### config.mk
export PLATFORM = sky130hd
export DESIGN_NAME = tdr_bank
export DESIGN_NICKNAME = d
export VERILOG_FILES = /design/src/rtl/tdr_pkg.sv /design/src/rtl/tdr_chan.sv /design/src/rtl/tdr_bank.sv
export SDC_FILE = /design/constraint.sdc
export NUM_CORES = 1
export LEC_CHECK = 0
export BUFFER_PORTS_ARGS = -buffer_cell sky130_fd_sc_hd__buf_2
export CAP_MARGIN = 40
export CORE_MARGIN = 3
export CORE_UTILIZATION = 41
export DETAILED_ROUTE_END_ITERATION = 6
export PLACE_DENSITY = 0.67
export SETUP_SLACK_MARGIN = 0.5
export SLEW_MARGIN = 20
export SYNTH_ARGS = -nofsm -noshare
export SYNTH_HDL_FRONTEND = slang
export SYNTH_SLANG_ARGS = --single-unit
### constraint.sdc
create_clock -name sys_clk -period 7.15 [get_ports sys_clk]
set_clock_uncertainty 0.05 [all_clocks]
set_input_delay 1.0725 -clock sys_clk [delete_from_list [all_inputs] [get_ports sys_clk]]
set_output_delay 1.0725 -clock sys_clk [all_outputs]
set_load 0.01 [all_outputs]
### src/rtl/tdr_pkg.sv
// Shared constants, decode result type and address decode helper.
// Used by tdr_bank (decode) and tdr_chan (data widths).
package tdr_pkg;

  localparam int unsigned ADDR_W    = 12;
  localparam int unsigned DATA_W    = 32;
  localparam int unsigned LSB_OFS   = 0;
  localparam int unsigned MSB_OFS   = 4;
  localparam int unsigned CH_STRIDE = 8;

  typedef struct packed {
    logic       lo;
    logic       hi;
    logic       stat;
    logic [2:0] ch;
  } dec_t;

  // Classify a byte address as channel LSB/MSB, status or unmapped.
  // Addresses that fall inside a channel slot but not on one of its
  // two registers are unmapped.
  function automatic dec_t tdr_decode(
    input logic [ADDR_W-1:0] a,
    input logic [ADDR_W-1:0] base,
    input logic [ADDR_W-1:0] stat,
    input int unsigned       nch
  );
    dec_t              d;
    logic [ADDR_W-1:0] off;
    logic [2:0]        sub;
    d   = '0;
    off = a - base;
    sub = off[2:0];
    if (a == stat) begin
      d.stat = 1'b1;
    end else if ((a >= base) &&
                 (off < ADDR_W'(nch * CH_STRIDE))) begin
      d.ch = off[5:3];
      d.lo = (sub == 3'(LSB_OFS));
      d.hi = (sub == 3'(MSB_OFS));
    end
    return d;
  endfunction

endpackage

### src/rtl/tdr_chan.sv
// One timer channel: counter, LSB write shadow, MSB read snapshot
// and sticky overflow flag.
// Ports: clk_i/rst_i (sync high), inc_i count enable, wr_lo_i/wr_hi_i
// write strobes, rd_lo_i LSB read strobe, clr_i W1C, data inputs,
// cnt_lo_o live counter low word, snap_o MSB snapshot, ovf_o flag.
import tdr_pkg::*;

module tdr_chan #(
  parameter int unsigned CNT_W = 64
) (
  input  logic              clk_i,
  input  logic              rst_i,
  input  logic              inc_i,
  input  logic              wr_lo_i,
  input  logic              wr_hi_i,
  input  logic              rd_lo_i,
  input  logic              clr_i,
  input  logic [DATA_W-1:0] lo_data_i,
  input  logic [CNT_W-33:0] hi_data_i,
  output logic [DATA_W-1:0] cnt_lo_o,
  output logic [CNT_W-33:0] snap_o,
  output logic              ovf_o
);

  logic [CNT_W-1:0]  cnt_q, cnt_d;
  logic [DATA_W-1:0] shadow_q, shadow_d;
  logic [CNT_W-33:0] snap_q, snap_d;
  logic              ovf_q, ovf_d;

  always_comb begin
    cnt_d    = cnt_q;
    shadow_d = shadow_q;
    snap_d   = snap_q;
    // Clear first, so a same-cycle wrap re-sets the flag.
    ovf_d    = ovf_q & ~clr_i;
    if (wr_lo_i) begin
      shadow_d = lo_data_i;
    end
    // Freeze the upper half as the LSB is read, for a coherent pair.
    if (rd_lo_i) begin
      snap_d = cnt_q[CNT_W-1:32];
    end
    if (wr_hi_i) begin
      cnt_d = {hi_data_i, shadow_q};
    end else if (inc_i) begin
      cnt_d = cnt_q + CNT_W'(1);
      if (&cnt_q) begin
        ovf_d = 1'b1;
      end
    end
  end

  always_ff @(posedge clk_i) begin
    if (rst_i) begin
      cnt_q    <= '0;
      shadow_q <= '0;
      snap_q   <= '0;
      ovf_q    <= 1'b0;
    end else begin
      cnt_q    <= cnt_d;
      shadow_q <= shadow_d;
      snap_q   <= snap_d;
      ovf_q    <= ovf_d;
    end
  end

  assign cnt_lo_o = cnt_q[31:0];
  assign snap_o   = snap_q;
  assign ovf_o    = ovf_q;

endmodule

### src/rtl/tdr_bank.sv
// Bank of CH_NUM free-running timers behind a 32-bit register port.
// Ports: sys_clk/sys_rst, wr_en/rd_en/addr/wr_data access, cnt_en,
// halt, rd_data/rd_valid (1-cycle read), ovf sticky flags.
import tdr_pkg::*;

module tdr_bank #(
  parameter int unsigned       CH_NUM    = 2,
  parameter int unsigned       CNT_W     = 64,
  parameter logic [ADDR_W-1:0] BASE_ADDR = 12'h4,
  parameter logic [ADDR_W-1:0] STAT_ADDR = 12'h40
) (
  input  logic              sys_clk,
  input  logic              sys_rst,
  input  logic              wr_en,
  input  logic              rd_en,
  input  logic [ADDR_W-1:0] addr,
  input  logic [DATA_W-1:0] wr_data,
  input  logic [CH_NUM-1:0] cnt_en,
  input  logic              halt,
  output logic [DATA_W-1:0] rd_data,
  output logic              rd_valid,
  output logic [CH_NUM-1:0] ovf
);

  dec_t              dec;
  logic [DATA_W-1:0] lo_a [CH_NUM];
  logic [CNT_W-33:0] hi_a [CH_NUM];
  logic [DATA_W-1:0] rdat;
  logic [DATA_W-1:0] rd_data_q, rd_data_d;
  logic              rd_valid_q, rd_valid_d;

  assign dec = tdr_decode(addr, BASE_ADDR, STAT_ADDR, CH_NUM);

  for (genvar i = 0; i < CH_NUM; i++) begin : g_ch
    logic sel;
    assign sel = (dec.ch == 3'(i));

    tdr_chan #(
      .CNT_W(CNT_W)
    ) u_chan (
      .clk_i    (sys_clk),
      .rst_i    (sys_rst),
      .inc_i    (cnt_en[i] & ~halt),
      .wr_lo_i  (wr_en & sel & dec.lo),
      .wr_hi_i  (wr_en & sel & dec.hi),
      .rd_lo_i  (rd_en & sel & dec.lo),
      .clr_i    (wr_en & dec.stat & wr_data[i]),
      .lo_data_i(wr_data),
      .hi_data_i(wr_data[CNT_W-33:0]),
      .cnt_lo_o (lo_a[i]),
      .snap_o   (hi_a[i]),
      .ovf_o    (ovf[i])
    );
  end

  always_comb begin
    rdat = '0;
    if (dec.stat) begin
      rdat[CH_NUM-1:0] = ovf;
    end else begin
      for (int i = 0; i < CH_NUM; i++) begin
        if (dec.ch == 3'(i)) begin
          if (dec.lo) begin
            rdat = lo_a[i];
          end else if (dec.hi) begin
            rdat[CNT_W-33:0] = hi_a[i];
          end
        end
      end
    end
  end

  always_comb begin
    rd_valid_d = rd_en;
    rd_data_d  = rd_data_q;
    if (rd_en) begin
      rd_data_d = rdat;
    end
  end

  always_ff @(posedge sys_clk) begin
    if (sys_rst) begin
      rd_data_q  <= '0;
      rd_valid_q <= 1'b0;
    end else begin
      rd_data_q  <= rd_data_d;
      rd_valid_q <= rd_valid_d;
    end
  end

  assign rd_data  = rd_data_q;
  assign rd_valid = rd_valid_q;

endmodule

==> results of run 1 <==
state kept, by name, indices dropped and copies added (netlist names):
register	count
g_ch.u_chan.cnt_q	128
g_ch.u_chan.ovf_o	2
g_ch.u_chan.shadow_q	64
g_ch.u_chan.snap_o	64
rd_data	32
rd_valid	1
worst max-delay path: cells and delay by family:
kind                       cells  cell delay, ns
buffers and inverters          4            1.13
adders and majority gates      1            0.29
and+or+nand+nor                4            2.16
AOI/OAI and AO/OA              2            0.20
final cells by class:
class,count,share of cell area
Multi-Input combinational cell,1171,0.472
Inverter,55,0.0132
Timing Repair Buffer,105,0.0426
Clock inverter,14,0.00840
Tap cell,442,0.0353
Sequential cell,291,0.372
Clock buffer,41,0.0557
power by group:
| part | internal [mW] | leakage [nW] | switching (mW) | total [mW] |
|---|---|---|---|---|
| combinational | 0.0373 | 2.24 | 0.0848 | 0.122 |
| sequential | 1.62 | 2.34 | 0.00280 | 1.63 |
| clock | 0.922 | 0.509 | 0.670 | 1.59 |
cell families (layout without fill, tap and decap cells):
| family | Yosys count | after routing | share of synthesized area |
|---|---|---|---|
| DFF | 291 | 291 | 0.418 |
| muxes | 66 | 66 | 0.0754 |
| and+or+nand+nor | 711 | 711 | 0.236 |
| adders and majority gates | 4 | 4 | 0.00359 |
| xor gates and xnor gates | 120 | 120 | 0.0755 |
| AOI/OAI and AO/OA | 270 | 270 | 0.137 |
| buffers and inverters | 171 | 215 | 0.0540 |
cells in the final DEF, fill, tap and decap left out, drive strengths merged, types with 17 or more instances in the layout:
cell | netlist | layout
a211oi | 123 | 123
a21oi | 99 | 99
and3 | 17 | 17
buf | 52 | 104
clkbuf | 64 | 42
dfxtp | 291 | 291
inv | 55 | 55
mux2i | 34 | 34
mux4 | 31 | 31
nand2 | 273 | 273
nand3 | 42 | 42
nand4 | 29 | 29
nor2 | 196 | 196
nor3 | 53 | 53
nor4 | 35 | 35
o21ai | 34 | 34
xnor2 | 96 | 96
xor2 | 24 | 24
metal layers:
metal  vias to the layer above  wire, um  global-route usage
li1                       5714         -                   -
met1                      5670     17800               0.303
met2                       367     17700               0.335
met3                        76      2560              0.0364
met4                         0      1160              0.0683
met5                         -         0                   0
worst max path at each step:
stage / endpoint / slack (ns) / cells past startpoint
floorplan: g_ch[0].u_chan.shadow_q[10] / 3.48 / 11
global placement: g_ch[0].u_chan.cnt_q[37] / 1.79 / 10
detailed placement: g_ch[0].u_chan.cnt_q[30] / 1.96 / 10
CTS: g_ch[0].u_chan.cnt_q[30] / 2.56 / 10
global route: g_ch[0].u_chan.cnt_q[34] / 2.37 / 11
finish: g_ch[0].u_chan.cnt_q[37] / 2.58 / 11
stage by stage:
step	power [mW]	cells
after detailed placement	1.78	2062
after global placement	1.78	2058
after global routing	3.43	2119
final	3.34	2119
after CTS	3.36	2117
after floorplan	1.73	1633
==> reports/results.txt, run 1 <==
Run status: finished, final reports clean
Dpl cell area: 0.0146 sq mm
CP required: 7.51 ns
RSZ-0062 raised after global routing: false
Syn Std Cell Area: 0.0139 sq mm
Overall Global Routing Usage: 0.214
Actual slew at the worst max-slew pin: 0.960 ns
Worst r2r path cells: 7
Final slew viol count: 0
Peak Freq: 0.219 GHz
Clock-pin slew on the worst setup and hold paths: 0.06 ns
Final Hold Viols: 0
Pwr/cell area: 213 mW/mm^2
Crit. End Element: register
Antenna violations before repair: 0
Via density: 5.58
Clock Path Buffers: 3
Wire per inst: 18.5 um
Remaining DRCs: 0
Port bufs: 85
Final net count: 1709
Synth async-reset ratio: 0
Cts hold-fix bufs: 0
Min-delay src: rd_data[21]
Final setup fails: 0
Worst-path fanout max: 59
Core box area: 0.0330 sq mm
Largest net degree at the start of global routing: 187
Die area: 0.0362 sq mm
Tmin final: 4.57 ns
Ys Warns: 0
Overflow after GRT: 0
Initial Util: 0.422
Leak: 5.10 nW
Worst setup path start: addr[2]
Slowest stage delay, CP: 0.73 ns
Diode count: 0
CTS root buf: clkbuf_16
Synthesized area per cell: 8.53 sq um
TritonCTS buffer count: 30
Worst setup SP type: primary input
Antenna-violating nets left: 0
Top cell type's share of synthesized area: 0.418
Final setup TNS: 0 ns
Fin util: 0.474
Max cap viols: 0
DR vias: 11800
Hold depth: 2
WHS: 0.396 ns
Non-Filler Cell Area, Final: 0.0156 sq mm
Flops & latches, synth: 291
Reg2Reg Setup Slack: 3.88 ns
Post-place setup slack: 1.96 ns
Register Area: 0.00583 sq mm
Die X: 190 um
Post-synth EDFFs: 0
CTS tree: built
Reg2reg start: g_ch[1].u_chan.cnt_q[9]
Synth top area cells: dfxtp_1, nand2_1, xnor2_1
Worst Path Class, Setup: in2reg
CP most frequent cell: or4b_1
Maximum vdd drop: 0.186 mV
Most frequent cell after synthesis: dfxtp_1
Syn nets: 1688
H-tree depth: 1
# IOs: 86
Post-CTS setup buffers: 0
Post-synthesis sequential area ratio: 0.418
Hold Crit Class: reg2reg
Mapped Cells: 1633
Vias in the first global route: 11200
Worst Hold Endpoint: rd_data[21]
Fin worst setup slack: 2.58 ns
Area of the multi-input gates: 0.00739 sq mm
Global-route wire length before repair: 62700 um
Final worst-path cycle share: 0.639
Max transition margin: 0.360
Reg2reg end: g_ch[1].u_chan.cnt_q[49]
Hpwl dp: 26600 um
Synth cell types: 49
CTS Sinks: 291
Area growth, synth to finish: 12.3%
Worst path cell trace: buf_2, inv_1, ha_1, or4b_1, a21oi_1, or4b_1, or4_4, buf_16, buf_4, nor2_1, a211oi_2
Synth cell count leaders: dfxtp_1, nand2_1, nor2_1
Routability cong.: 0.863
Top_reg_cell synth: dfxtp_1
Die Span Y: 190 um
Total wire length: 39200 um
Rows: 66
Share of layout cells above drive strength 1: 0.147
Post-CTS resize count: 0
Filler Cells Inserted: 3177
Clock Latency Late Sink: 0.57 ns
Arrival @ worst endpoint: 4.92 ns
Area leader, netlist: dfxtp_1
Initial DRC Count: 1059
Drt first pass iters: 5
Crit path max-delay cell type: or4b_1
Note: power is estimated with default switching activity, not from simulation.
==> run 2: changes to the inputs <==
--- a/config.mk
+++ b/config.mk
@@ -10,7 +10,7 @@
 export CORE_MARGIN = 3
 export CORE_UTILIZATION = 41
 export DETAILED_ROUTE_END_ITERATION = 6
-export PLACE_DENSITY = 0.67
+export PLACE_DENSITY = 0.69
 export SETUP_SLACK_MARGIN = 0.5
 export SLEW_MARGIN = 20
 export SYNTH_ARGS = -nofsm -noshare
==> constraint.sdc (replaced) <==
create_clock -name sys_clk -period 4.2 [get_ports sys_clk]
set_clock_uncertainty 0.05 [all_clocks]
set_input_delay 0.63 -clock sys_clk [delete_from_list [all_inputs] [get_ports sys_clk]]
set_output_delay 0.63 -clock sys_clk [all_outputs]
set_load 0.01 [all_outputs]
==> reports/results.txt, run 2 (same netlist as run 1, synthesis figures left out) <==
Run status: finished, final reports clean
Fin worst setup slack: 0.749 ns (-1.83 ns)
CTS Sinks: 291 (unchanged)
Worst setup SP type: register
Crit. End Element: register
CTS root buf: clkbuf_16
Rows: 66 (unchanged)
Clk pwr share: 0.478 (+0.002)
Antenna-violating nets left: 0 (unchanged)
Dpl cell area: 0.0147 sq mm (+0.45%)
Post-place setup slack: 0.538 ns (-1.42 ns)
Diode count: 0 (unchanged)
Worst Hold Endpoint: g_ch[1].u_chan.shadow_q[11]
Initial DRC Count: 1245 (+18%)
Worst Path Class, Setup: reg2reg
Final setup TNS: 0 ns (unchanged)
Actual slew at the worst max-slew pin: 0.906 ns (-0.0541 ns)
Switching power: 1.27 mW (+68%)
DR vias: 12000 (+1.5%)
Final worst-path cycle share: 0.822
Leak: 5.11 nW (+0.20%)
Logic gate share of total power: 0.036 (about the same)
Worst path cell trace: nand4_1, or4_1, or4_1, nor4_1, xnor2_1, a211oi_1
Tmin final: 3.45 ns
Arrival @ worst endpoint: 3.87 ns (-1.05 ns)
Max cap viols: 0 (unchanged)
Final setup fails: 0 (unchanged)
Reg2reg start: g_ch[1].u_chan.cnt_q[9]
Clock-pin slew on the worst setup and hold paths: 0.06 ns (about the same)
Int Power: 4.43 mW (+71%)
Overflow after GRT: 0 (unchanged)
Final Hold Viols: 0 (unchanged)
Flop pwr share: 0.486 (about the same)
Antenna violations before repair: 1 (+1)
Post-CTS setup buffers: 0 (unchanged)
Cts hold-fix bufs: 0 (unchanged)
Register Area: 0.00583 sq mm (unchanged)
CP most frequent cell: or4_1
Global-route wire length before repair: 63400 um (+1.2%)
RSZ-0062 raised after global routing: false
CP required: 4.62 ns (-2.89 ns)
Area of the multi-input gates: 0.00739 sq mm (about the same)
Remaining DRCs: 0 (unchanged)
Crit path max-delay cell type: or4_1
Most frequent cells in the layout: dfxtp_1, nand2_1, nor2_1
Tot Pwr: 5.70 mW (+71%)
Hold depth: 3 (+1)
Die X: 190 um (unchanged)
Min-delay src: wr_data[11]
Port bufs: 85 (unchanged)
Max FFs per register: 128 (unchanged)
CTS tree: built
Final slew viol count: 0 (unchanged)
WHS: 0.305 ns (-0.0915 ns)
Post-CTS resize count: 0 (unchanged)
# IOs: 86 (unchanged)
Max transition margin: 0.391 (+0.0314)
Reg2reg end: g_ch[1].u_chan.cnt_q[61]
Clock Path Buffers: 3 (unchanged)
Non-Filler Cell Area, Final: 0.0157 sq mm (+0.13%)
Maximum vdd drop: 0.294 mV (+58%)
Reg2Reg Setup Slack: 0.75 ns (-3.13 ns)
Initial Util: 0.422 (unchanged)
Drt first pass iters: 5 (unchanged)
Clock Latency Late Sink: 0.56 ns (about the same)
Via density: 5.65 (+1.2%)
Slowest stage delay, CP: 0.97 ns (+0.24 ns)
Final net count: 1717 (+0.47%)
Worst r2r path cells: 6 (-1)
Overall Global Routing Usage: 0.215 (+0.00101)
H-tree depth: 1 (unchanged)
Hold Crit Class: in2reg
Wire per inst: 18.6 um (+0.59%)
Die Span Y: 190 um (unchanged)
Area growth, synth to finish: 12.5%
Top reg by flops: g_ch.u_chan.cnt_q
Largest net degree at the start of global routing: 161 (-14%)
Pwr/cell area: 364 mW/mm^2 (+70%)
Die area: 0.0362 sq mm (unchanged)
Peak Freq: 0.290 GHz
TritonCTS buffer count: 31 (+3.3%)
Share of layout cells above drive strength 1: 0.148 (+0.00126)
Filler Cells Inserted: 3218 (+1.3%)
Commonest non-fill, non-tap cell in the layout: dfxtp_1
Hpwl dp: 26500 um (-0.29%)
Routability cong.: 0.843 (-2.3%)
Worst-path fanout max: 17 (-71%)
Vias in the first global route: 11700 (+4.4%)
Total wire length: 39500 um (+0.87%)
Core box area: 0.0330 sq mm (unchanged)
Sw Ratio: 0.223 (-0.00371)
==> run 2: changes by cell type in the layout (fill, tap and decap cells not counted), sizes merged <==
cell      delta
clkbuf       -1
inv          +1
buf          +7
bufinv       +1
clkinvlp     +1
clkinv       -3
==> run 2: cell type report <==
| class | count | share of cell area |
|---|---|---|
| flip-flops and latches | 291 | 0.372 |
| inverters | 55 | 0.0132 |
| well taps | 442 | 0.0353 |
| clock buffers | 40 | 0.0542 |
| clock inverters | 14 | 0.00990 |
| multi-input cells | 1171 | 0.472 |
| repair buffers | 112 | 0.0438 |
==> run 2: metal layers <==
metal  up-vias  part of all wire  global-route usage
li1       5737                 -                   -
met1      5782              0.45               0.302
met2       400              0.46               0.350
met3        80             0.064              0.0320
met4         0             0.026              0.0542
met5         -                 0                   0
==> run 2: per-stage QoR <==
stage / std cells / util
final: 2125 / 0.474
after global routing: 2125 / 0.474
after CTS: 2125 / 0.474
after detailed placement: 2071 / 0.444
after global placement: 2071 / 0.444
after floorplan: 1633 / -
==> run 2: critical path, delay by kind of cell (launching register included) <==
| family | cells | cell delay (ns) |
|---|---|---|
| and+or+nand+nor | 4 | 2.46 |
| AOI/OAI and AO/OA | 1 | 0.26 |
| DFF | 1 | 0.46 |
| xor gates and xnor gates | 1 | 0.10 |
==> run 2: worst max path at each step <==
stage	start	cells after the start	slack [ns]	to
after floorplan	addr[2]	11	0.97	g_ch[0].u_chan.shadow_q[10]
after global placement	addr[2]	10	0.60	g_ch[0].u_chan.cnt_q[43]
after detailed placement	addr[2]	10	0.54	g_ch[0].u_chan.cnt_q[40]
after CTS	g_ch[1].u_chan.cnt_q[9]	6	0.81	g_ch[1].u_chan.cnt_q[61]
after global routing	g_ch[1].u_chan.cnt_q[9]	6	0.65	g_ch[1].u_chan.cnt_q[61]
final	g_ch[1].u_chan.cnt_q[9]	6	0.75	g_ch[1].u_chan.cnt_q[61]
==> run 2: power by group through the flow <==
stage / clock (mW) / sequential [mW] / combinational [mW]
3_3_place_gp: 0 / 2.83 / 0.205
2_1_floorplan: 0 / 2.83 / 0.115
6_report: 2.72 / 2.77 / 0.207
4_1_cts: 2.77 / 2.77 / 0.208
5_1_grt: 2.87 / 2.77 / 0.225
3_5_place_dp: 0 / 2.83 / 0.207
